**config.mk**
```make
export PLATFORM = sky130hd
export DESIGN_NAME = rf_wb_arbiter
export DESIGN_NICKNAME = d
export VERILOG_FILES = /design/src/rtl/rf_wb_pkg.sv /design/src/rtl/wb_load_fifo.sv /design/src/rtl/rf_wb_arbiter.sv
export SDC_FILE = /design/constraint.sdc
export NUM_CORES = 1
export LEC_CHECK = 0
export CAP_MARGIN = 0
export CORE_MARGIN = 2
export CORE_UTILIZATION = 35
export DETAILED_ROUTE_END_ITERATION = 12
export PLACE_DENSITY = 0.65
export SYNTH_ARGS = -nofsm -noshare
export SYNTH_HDL_FRONTEND = slang
export SYNTH_SLANG_ARGS = --single-unit
```
**constraint.sdc**
```tcl
create_clock -name clk -period 3.6 [get_ports clk]
set_input_delay 0.54 -clock clk [delete_from_list [all_inputs] [get_ports clk]]
set_output_delay 0.54 -clock clk [all_outputs]
set_load 0.01 [all_outputs]
```
**src/rtl/rf_wb_pkg.sv**
```systemverilog
// Shared types and constants for the register-file writeback arbiter.
// The starvation guard is enabled by defining WB_STARVE_GUARD_EN.
package rf_wb_pkg;

    localparam int unsigned XLEN_DEF = 32;
    localparam int unsigned REG_AW   = 5;
    localparam int unsigned NREGS    = 1 << REG_AW;

    typedef struct packed {
        logic [REG_AW-1:0]   rd;
        logic [XLEN_DEF-1:0] data;
    } wb_req_t;

    typedef enum logic [1:0] {
        GNT_NONE,
        GNT_ALU,
        GNT_LD
    } grant_e;

    // x0 is hardwired, so it is never considered pending.
    function automatic logic pend_hit(input logic [NREGS-1:0]  pend,
                                      input logic [REG_AW-1:0] rs);
        return (rs != '0) && pend[rs];
    endfunction

endpackage

```
**src/rtl/wb_load_fifo.sv**
```systemverilog
// Small power-of-two FIFO buffering cache load returns ahead of writeback.
// Caller guarantees no push when full and no pop when empty.
module wb_load_fifo #(
    parameter int unsigned W     = 37,
    parameter int unsigned DEPTH = 2
) (
    input  logic         clk,
    input  logic         rst_n,
    input  logic         push_i,
    input  logic [W-1:0] data_i,
    input  logic         pop_i,
    output logic         full_o,
    output logic         empty_o,
    output logic [W-1:0] head_o
);

    localparam int unsigned AW = $clog2(DEPTH);
    localparam logic [AW:0] FULL_CNT = (AW+1)'(DEPTH);

    logic [AW-1:0] wr_ptr_q, rd_ptr_q;
    logic [AW:0]   count_q;
    logic [W-1:0]  mem_q [DEPTH];

    always_ff @(posedge clk or negedge rst_n) begin
        if (!rst_n) begin
            wr_ptr_q <= '0;
            rd_ptr_q <= '0;
            count_q  <= '0;
        end else begin
            if (push_i) wr_ptr_q <= wr_ptr_q + AW'(1);
            if (pop_i)  rd_ptr_q <= rd_ptr_q + AW'(1);
            case ({push_i, pop_i})
                2'b10:   count_q <= count_q + (AW+1)'(1);
                2'b01:   count_q <= count_q - (AW+1)'(1);
                default: ;
            endcase
        end
    end

    // NOTE: storage has no reset; an empty count already makes stale entries unreachable.
    always_ff @(posedge clk) begin
        if (push_i) mem_q[wr_ptr_q] <= data_i;
    end

    assign full_o  = (count_q == FULL_CNT);
    assign empty_o = (count_q == '0);
    assign head_o  = mem_q[rd_ptr_q];

endmodule

```
**src/rtl/rf_wb_arbiter.sv**
```systemverilog
// Register-file write-port arbiter: ALU vs buffered load returns, plus a load scoreboard.
// Define WB_STARVE_GUARD_EN to let a waiting load win after STARVE_MAX consecutive ALU wins.
module rf_wb_arbiter
    import rf_wb_pkg::*;
#(
    parameter int unsigned XLEN       = XLEN_DEF,
    parameter int unsigned LDQ_DEPTH  = 2,
    parameter int unsigned STARVE_MAX = 3
) (
    input  logic              clk,
    input  logic              rst_n,
    input  logic              memhazard,
    input  logic              alu_valid,
    input  logic [REG_AW-1:0] alu_rd,
    input  logic [XLEN-1:0]   alu_data,
    output logic              alu_ready,
    input  logic              ld_valid,
    input  logic [REG_AW-1:0] ld_rd,
    input  logic [XLEN-1:0]   ld_data,
    output logic              ld_ready,
    input  logic              iss_ld_valid,
    input  logic [REG_AW-1:0] iss_ld_rd,
    input  logic [REG_AW-1:0] rs1,
    input  logic [REG_AW-1:0] rs2,
    output logic              raw_stall,
    output logic              wena,
    output logic [REG_AW-1:0] wrd,
    output logic [XLEN-1:0]   wdata
);

    localparam int unsigned EW = REG_AW + XLEN;

    logic              fifo_full, fifo_empty, fifo_push, fifo_pop;
    logic [EW-1:0]     fifo_head;
    logic [REG_AW-1:0] head_rd;
    logic [XLEN-1:0]   head_data;
    logic              force_ld;
    grant_e            grant;
    logic [NREGS-1:0]  pending_q, pending_d;

    // Load returns always go through the FIFO, so a write is never earlier than the cycle after push.
    assign ld_ready  = !fifo_full;
    assign fifo_push = ld_valid && ld_ready;

    wb_load_fifo #(
        .W     (EW),
        .DEPTH (LDQ_DEPTH)
    ) u_ldq (
        .clk     (clk),
        .rst_n   (rst_n),
        .push_i  (fifo_push),
        .data_i  ({ld_rd, ld_data}),
        .pop_i   (fifo_pop),
        .full_o  (fifo_full),
        .empty_o (fifo_empty),
        .head_o  (fifo_head)
    );

    assign head_rd   = fifo_head[XLEN +: REG_AW];
    assign head_data = fifo_head[XLEN-1:0];

    assign alu_ready = !memhazard && !force_ld;

    // NOTE: combinational blocks assign a default first and use blocking '=', so no latch is inferred.
    always_comb begin
        grant = GNT_NONE;
        if (!memhazard) begin
            if (alu_valid && !force_ld) grant = GNT_ALU;
            else if (!fifo_empty)       grant = GNT_LD;
        end
    end

    assign fifo_pop = (grant == GNT_LD);

    always_comb begin
        wrd   = '0;
        wdata = '0;
        unique case (grant)
            GNT_ALU: begin
                wrd   = alu_rd;
                wdata = alu_data;
            end
            GNT_LD: begin
                wrd   = head_rd;
                wdata = head_data;
            end
            default: ;
        endcase
    end

    // rd=0 commits still complete the handshake or pop, but never write.
    assign wena = (grant != GNT_NONE) && (wrd != '0);

    // The set is applied after the clear, so a same-cycle reissue keeps the bit pending.
    always_comb begin
        pending_d = pending_q;
        if (fifo_pop && (head_rd != '0))          pending_d[head_rd]   = 1'b0;
        if (iss_ld_valid && (iss_ld_rd != '0))    pending_d[iss_ld_rd] = 1'b1;
    end

    // NOTE: state registers update only with non-blocking '<=' so all flops sample together.
    always_ff @(posedge clk or negedge rst_n) begin
        if (!rst_n) pending_q <= '0;
        else        pending_q <= pending_d;
    end

    assign raw_stall = pend_hit(pending_q, rs1) || pend_hit(pending_q, rs2);

`ifdef WB_STARVE_GUARD_EN
    localparam int unsigned CNT_W = $clog2(STARVE_MAX + 1);

    logic [CNT_W-1:0] starve_q, starve_d;

    assign force_ld = (starve_q >= CNT_W'(STARVE_MAX)) && !fifo_empty;

    always_comb begin
        starve_d = starve_q;
        if (fifo_pop)                              starve_d = '0;
        else if ((grant == GNT_ALU) && !fifo_empty) starve_d = starve_q + CNT_W'(1);
    end

    always_ff @(posedge clk or negedge rst_n) begin
        if (!rst_n) starve_q <= '0;
        else        starve_q <= starve_d;
    end
`else
    assign force_ld = 1'b0;

    // Strict ALU priority leaves the starvation limit without a consumer.
    logic unused_starve_max;
    assign unused_starve_max = ^STARVE_MAX;
`endif

endmodule

```
# Word level (Yosys, flattened, before mapping)
# Memories as Yosys holds them, arrays and structs flattened.
# Index checks and enable logic that the tools add are counted.
dict set report word_totals {
  reg_bits 36
  ramBits 74
  in_bits 95
  output_inout_bits 41
  memories 1
}
# memory words width read_ports rd_ports_with_merged_regs write_ports line_no
set memory_table {}
lappend memory_table {u_ldq.mem_q 2 37 1 0 1 wb_load_fifo.sv:22} ;# logic [W-1:0] mem_q [DEPTH];
dict set report op_classes {
  addsub 4
  magnitude_cmp 6
  eq_ne 5
  muxes 18
  bitwise 3
  n_reduce_logical 19
}
# cell count
set ops {}
lappend ops {{32-bit 2-to-1 mux} 2}
lappend ops {{32-bit case mux with 2 select lines} 1}
lappend ops {{32-bit bitwise AND} 1}
lappend ops {{32-bit NOT} 1}
lappend ops {{32-bit bitwise OR} 1}
lappend ops {{5-bit nonzero test} 5}
lappend ops {{5-bit by 6-bit < comparator with 1-bit output, second input constant} 4}
lappend ops {{1-bit binary-select mux with 5-bit select} 2}
lappend ops {{1-bit demux with 5-bit select} 2}
lappend ops {{5-bit by 1-bit greater-or-equal comparator with 1-bit output, second input constant} 2}
lappend ops {{5-bit case mux with 2 select lines} 1}
lappend ops {{1-bit logical AND} 8}
lappend ops {{2-bit == test, second input constant} 3}
lappend ops {{1-bit 2-to-1 mux} 6}
lappend ops {{2-bit 2-to-1 mux} 3}
lappend ops {{2-bit by 1-bit == test with 1-bit output, second input constant} 2}
lappend ops {{2-bit case mux with 2 select lines} 1}
lappend ops {{2-bit nonzero test} 2}
lappend ops {{1-bit adder, second input constant} 2}
lappend ops {{2-bit by 1-bit adder with 2-bit output, second input constant} 1}
lappend ops {{1-bit zero test} 2}
lappend ops {{2-bit zero test} 1}
lappend ops {{2-bit by 1-bit subtractor with 2-bit output, second input constant} 1}
lappend ops {{1-bit logical OR} 1}

# Longest topological paths before layout
# An unclocked memory read counts as a cell.
dict set report logic_depth {
  ltp_word 10
  depth_mapped 8
}

# Hierarchy
# A second synthesis with hierarchy kept.
dict set report hier_totals {
  hier_cells 366
  hier_area_um2 5227.5
}
# module instances cells_per_inst area_per_inst_um2
set by_module_without_submodules {}
lappend by_module_without_submodules {wb_load_fifo 1 131 2936.6}
lappend by_module_without_submodules {rf_wb_arbiter 1 235 2290.9}

# Least setup slack after synthesis
# Ideal clock, no wire load.
dict set report synth_timing {
  path_type {flip-flop to flip-flop}
  start {register u_ldq.count_q[0]}
  end {memory u_ldq.mem_q[0][0] (enable)}
  setup_ns 0.431
  arrival_ns 2.275
  required_time_ns 3.169
  slack_ns 0.894
  path_stages_with_launch 4
  path_buffers 0
  period_less_slack_ns 2.706
  path_cell_list {dfrtp_1 nand2b_1 nand2_1 nor2_1}
}
dict set report synth_via {
  elab_chain_cells 5
}
# item line_no
set synth_lines {}
lappend synth_lines {{start, declared} wb_load_fifo.sv:21} ;# logic [AW:0] count_q;
lappend synth_lines {{start signal, assigned} wb_load_fifo.sv:33} ;# 2'b10: count_q <= count_q + (AW+1)'(1);
lappend synth_lines {{start signal, assigned} wb_load_fifo.sv:34} ;# 2'b01: count_q <= count_q - (AW+1)'(1);
lappend synth_lines {{2-bit == test} wb_load_fifo.sv:45} ;# assign full_o = (count_q == FULL_CNT);
lappend synth_lines {{1-bit zero test} rf_wb_arbiter.sv:42} ;# assign ld_ready = !fifo_full;
lappend synth_lines {{via ld_ready} rf_wb_arbiter.sv:20} ;# output logic ld_ready,
lappend synth_lines {{1-bit logical AND} rf_wb_arbiter.sv:43} ;# assign fifo_push = ld_valid && ld_ready;
lappend synth_lines {{1-bit 2-to-1 mux} wb_load_fifo.sv:42} ;# if (push_i) mem_q[wr_ptr_q] <= data_i;
lappend synth_lines {{1-bit 2-to-1 mux (implied by the code)} wb_load_fifo.sv:42}
lappend synth_lines {{end, declared} wb_load_fifo.sv:22}
# The timed path passes the listed nets, and every way through them passes these cells.

# Worst setup path after layout
dict set report layout_timing {
  start {input port rs1[2]}
  end {output port raw_stall}
}
dict set report layout_via {
  elab_chain_cells 4
  elab_cells_between_ends 5
}
# item line_no
set layout_lines {}
lappend layout_lines {{start, declared} rf_wb_arbiter.sv:23} ;# input logic [REG_AW-1:0] rs1,
lappend layout_lines {{1-bit binary-select mux with 5-bit select} rf_wb_pkg.sv:23} ;# return (rs != '0) && pend[rs];
lappend layout_lines {{1-bit 2-to-1 mux (implied by the code)} rf_wb_pkg.sv:23}
lappend layout_lines {{1-bit logical AND *} rf_wb_pkg.sv:23}
lappend layout_lines {{1-bit logical OR *} rf_wb_arbiter.sv:107} ;# assign raw_stall = pend_hit(pending_q, rs1) || pend_hit(pending_q, rs2);
lappend layout_lines {{end, declared} rf_wb_arbiter.sv:25} ;# output logic raw_stall,
# Mark *: on every way between the ends. The rest lies on a longest branch, timed or not. The select of a mux whose other input is x is not followed.

==> key figures <==
Timing
  – F_max: 291 MHz
  – Final setup viols: 0
  – WHS: 0.499 ns
  – Final Cycle Share: 95.4%
  – Final Hold Viols: 0
  – Setup TNS: 0 ns
  – Final Critical Period: 3.43 ns
  – Final slew viol count: 0
  – RSZ-0062 raised after global routing: no
  – Relative slew slack: 40.5%
  – Clock skew: 0.00713 ns
  – Worst slew pin tran: 0.893 ns

Routing
  – Starting DRT DRC Count: 150
  – DRT antenna net count: 0
  – DR vias: 3796
  – 1st-pass router iterations: 5
  – Routed vias/inst: 5.33
  – Final wirelength: 12.5 mm
  – Drt wl/cell: 17.6 um
  – DR DRC count: 0

Job
  – Max Cap Viol: 0

Finish
  – Fillers: 1263
  – Layout area overhead: 36.8%
  – Commonest non-fill, non-tap cell in the layout: clkdlybuf4s50_1
  – Area taken by flip-flops and latches: 3100 um^2
  – Number of nets in the layout: 623
  – Layout cells sized above 1: 8.46%
  – Most frequent cells in the layout: clkdlybuf4s50_1, o21ai_0, edfxtp_1
  – Footprint of the multi-input gates: 1860 um^2
  – Cell area after layout: 6910 um^2
  – Finished Core Util: 49.4%
  – # diodes: 0

Clock tree
  – Clock latency on the worst-skew pair: 0.34 ns
  – Resized cells post-CTS: 0
  – Hold buffer count at cts: 0
  – CTS sink cnt: 109
  – Clock buffer count from CTS: 9
  – CTS tree: built
  – Root Driver: clkbuf_16
  – Max Buffers Root-to-Sink: 2
  – Post-CTS Setup Repair Bufs: 0
  – Clk slew on worst S/H paths: 0.07 ns
  – Max H-tree Level: 3

Critical path
  – Slowest cell on crit path: clkdlybuf4s50_1
  – Worst EP arrival: 2.89 ns
  – Crit path capture type: primary output
  – Critical-path cell list: clkdlybuf4s50_1 > mux4_2 > a32oi_1 > o211ai_1 > a221oi_2 > o2111ai_1 > clkdlybuf4s50_1
  – Crit path from: rs1[2]
  – Critical path class: input port to primary output
  – Worst-path fanout max: 10
  – RR Startpoint: u_ldq.rd_ptr_q$_DFFE_PN0N_
  – CP most frequent cell: clkdlybuf4s50_1
  – CP peak stage delay: 0.74 ns
  – Worst Path Required: 3.06 ns
  – Startpoint type of the worst setup path: input port

Logic synthesis
  – Cell variety after synth: 39
  – Gate Count Post-Synth: 390
  – Post-synth EDFFs: 74
  – Area leader, netlist: edfxtp_1
  – Ys async rst share: 32.1%
  – Seq/Total Area, Yosys: 61.3%
  – Syn Nets: 486
  – Largest cells by area after synthesis: edfxtp_1, dfrtp_1, o21ai_0
  – Top FF cell, synth: edfxtp_1
  – Mapped Area: 5050 um^2
  – Yosys Warn Count: 0
  – Synth Area per Inst: 12.9 um^2
  – Synthesized flop and latch total: 109
  – Top cell type's share of synthesized area: 44.0%

Global route
  – All-Layer GR Usage: 16.9%
  – Vias in the first global route: 3982
  – Initial antenna violation count: 0
  – Global route overflow: 0
  – Global-route wire length before repair: 19.8 mm
  – Largest net degree at the start of global routing: 38

Die
  – Die W: 124 um
  – Die Ht: 124 um
  – Initial Util: 36.1%
  – I/O Pins: 136
  – Num rows: 43
  – Die area: 15400 um^2
  – Core Box Area: 14000 um^2

Status
  – Status: finished, final reports clean

Power
  – P per Cell Area: 634 nW/um^2
  – Static leakage: 0.00250 uW
  – VDD IR max: 0.000243 V

Placed design
  – GP Congestion: 0.852
  – Placed cell area: 6620 um^2
  – PortBufs: 135
  – Post-DP HPWL: 9.23 mm

Hold path
  – HP Class: flop to flop
  – HP Start: u_ldq.count_q[1]$_DFFE_PN0P_
## cell usage after synthesis (2+ instances only)
cell type and number:
nor3b_1 3, clkbuf_1 8, mux2_2 3, nand3b_1 6
edfxtp_1 74, nor3_1 3, xnor2_1 4, a221oi_1 2
nor2_1 8, nand3_1 7, nor2b_1 2, or3b_2 3
nand2_1 46, or3_1 5, and3_1 2, nand2b_1 2
mux4_4 3, o21ai_0 97, dfrtp_1 35, buf_2 7
mux2i_1 42, mux4_1 4, inv_1 2, mux4_2 7
## logic make-up after synthesis
family / Yosys count / share of synthesized area [%]
AOI/OAI and AO/OA: 108 / 11.4
xor gates and xnor gates: 5 / 0.867
adders and majority gates: 1 / 0.248
buffers and inverters: 20 / 2.08
DFF: 109 / 61.3
muxes: 59 / 15.7
and+or+nand+nor: 88 / 8.35
## per-layer routing
| metal | vias up | track usage (%) | share of wire, % |
|---|---|---|---|
| met5 | - | 0 | 0 |
| met4 | 0 | 5.90 | 1.4 |
| met3 | 22 | 5.17 | 8.3 |
| met2 | 167 | 28.1 | 49 |
| met1 | 1838 | 21.0 | 41 |
| li1 | 1769 | - | - |
## stage by stage
stage          total power (uW)  setup slack, ns  std cells
2_1_floorplan              2850            0.894        390
3_3_place_gp               3440            0.103        696
3_5_place_dp               3490           0.0468        696
4_1_cts                    4420           0.0374        712
5_1_grt                    4650          0.00945        712
6_report                   4380            0.167        712
## worst paths after layout
kind	end	depth (start not counted)	slack (ns)
max in group asynchronous	u_ldq.rd_ptr_q$_DFFE_PN0N_	2	2.64
hold / removal	u_ldq.count_q[1]$_DFFE_PN0P_	1	0.50
setup / recovery	raw_stall	7	0.17
min in group asynchronous	pending_q[16]$_DFF_PN0_	2	0.62
hold reg to reg	u_ldq.count_q[1]$_DFFE_PN0P_	1	0.50
setup reg to reg	pending_q[26]$_DFF_PN0_	5	1.61
## sequential cells by signal (all words and copies together) (netlist names)
name,count
u_ldq.count_q,2
u_ldq.rd_ptr_q,1
pending_q,31
u_ldq.wr_ptr_q,1
u_ldq.mem_q,74
## power by group
part	internal, uW	total (uW)	switching (uW)
registers	1770	2010	248
logic	724	1440	714
clock network	482	929	447
total	2970	4380	1410
## layout make-up
type / count / area share, %
Clock buffer: 10 / 3.31
Clock inverter: 6 / 0.761
Inverter: 2 / 0.109
Multi-Input combinational cell: 261 / 26.9
Sequential cell: 109 / 44.9
Tap cell: 180 / 3.26
Timing Repair Buffer: 144 / 20.8
## worst max-delay path, delay by kind of cell
kind	cells	cell delay, ns
buffers and inverters	2	1.24
AOI/OAI and AO/OA	4	0.74
muxes	1	0.37
No activity file was read; power rests on OpenSTA's default activity.
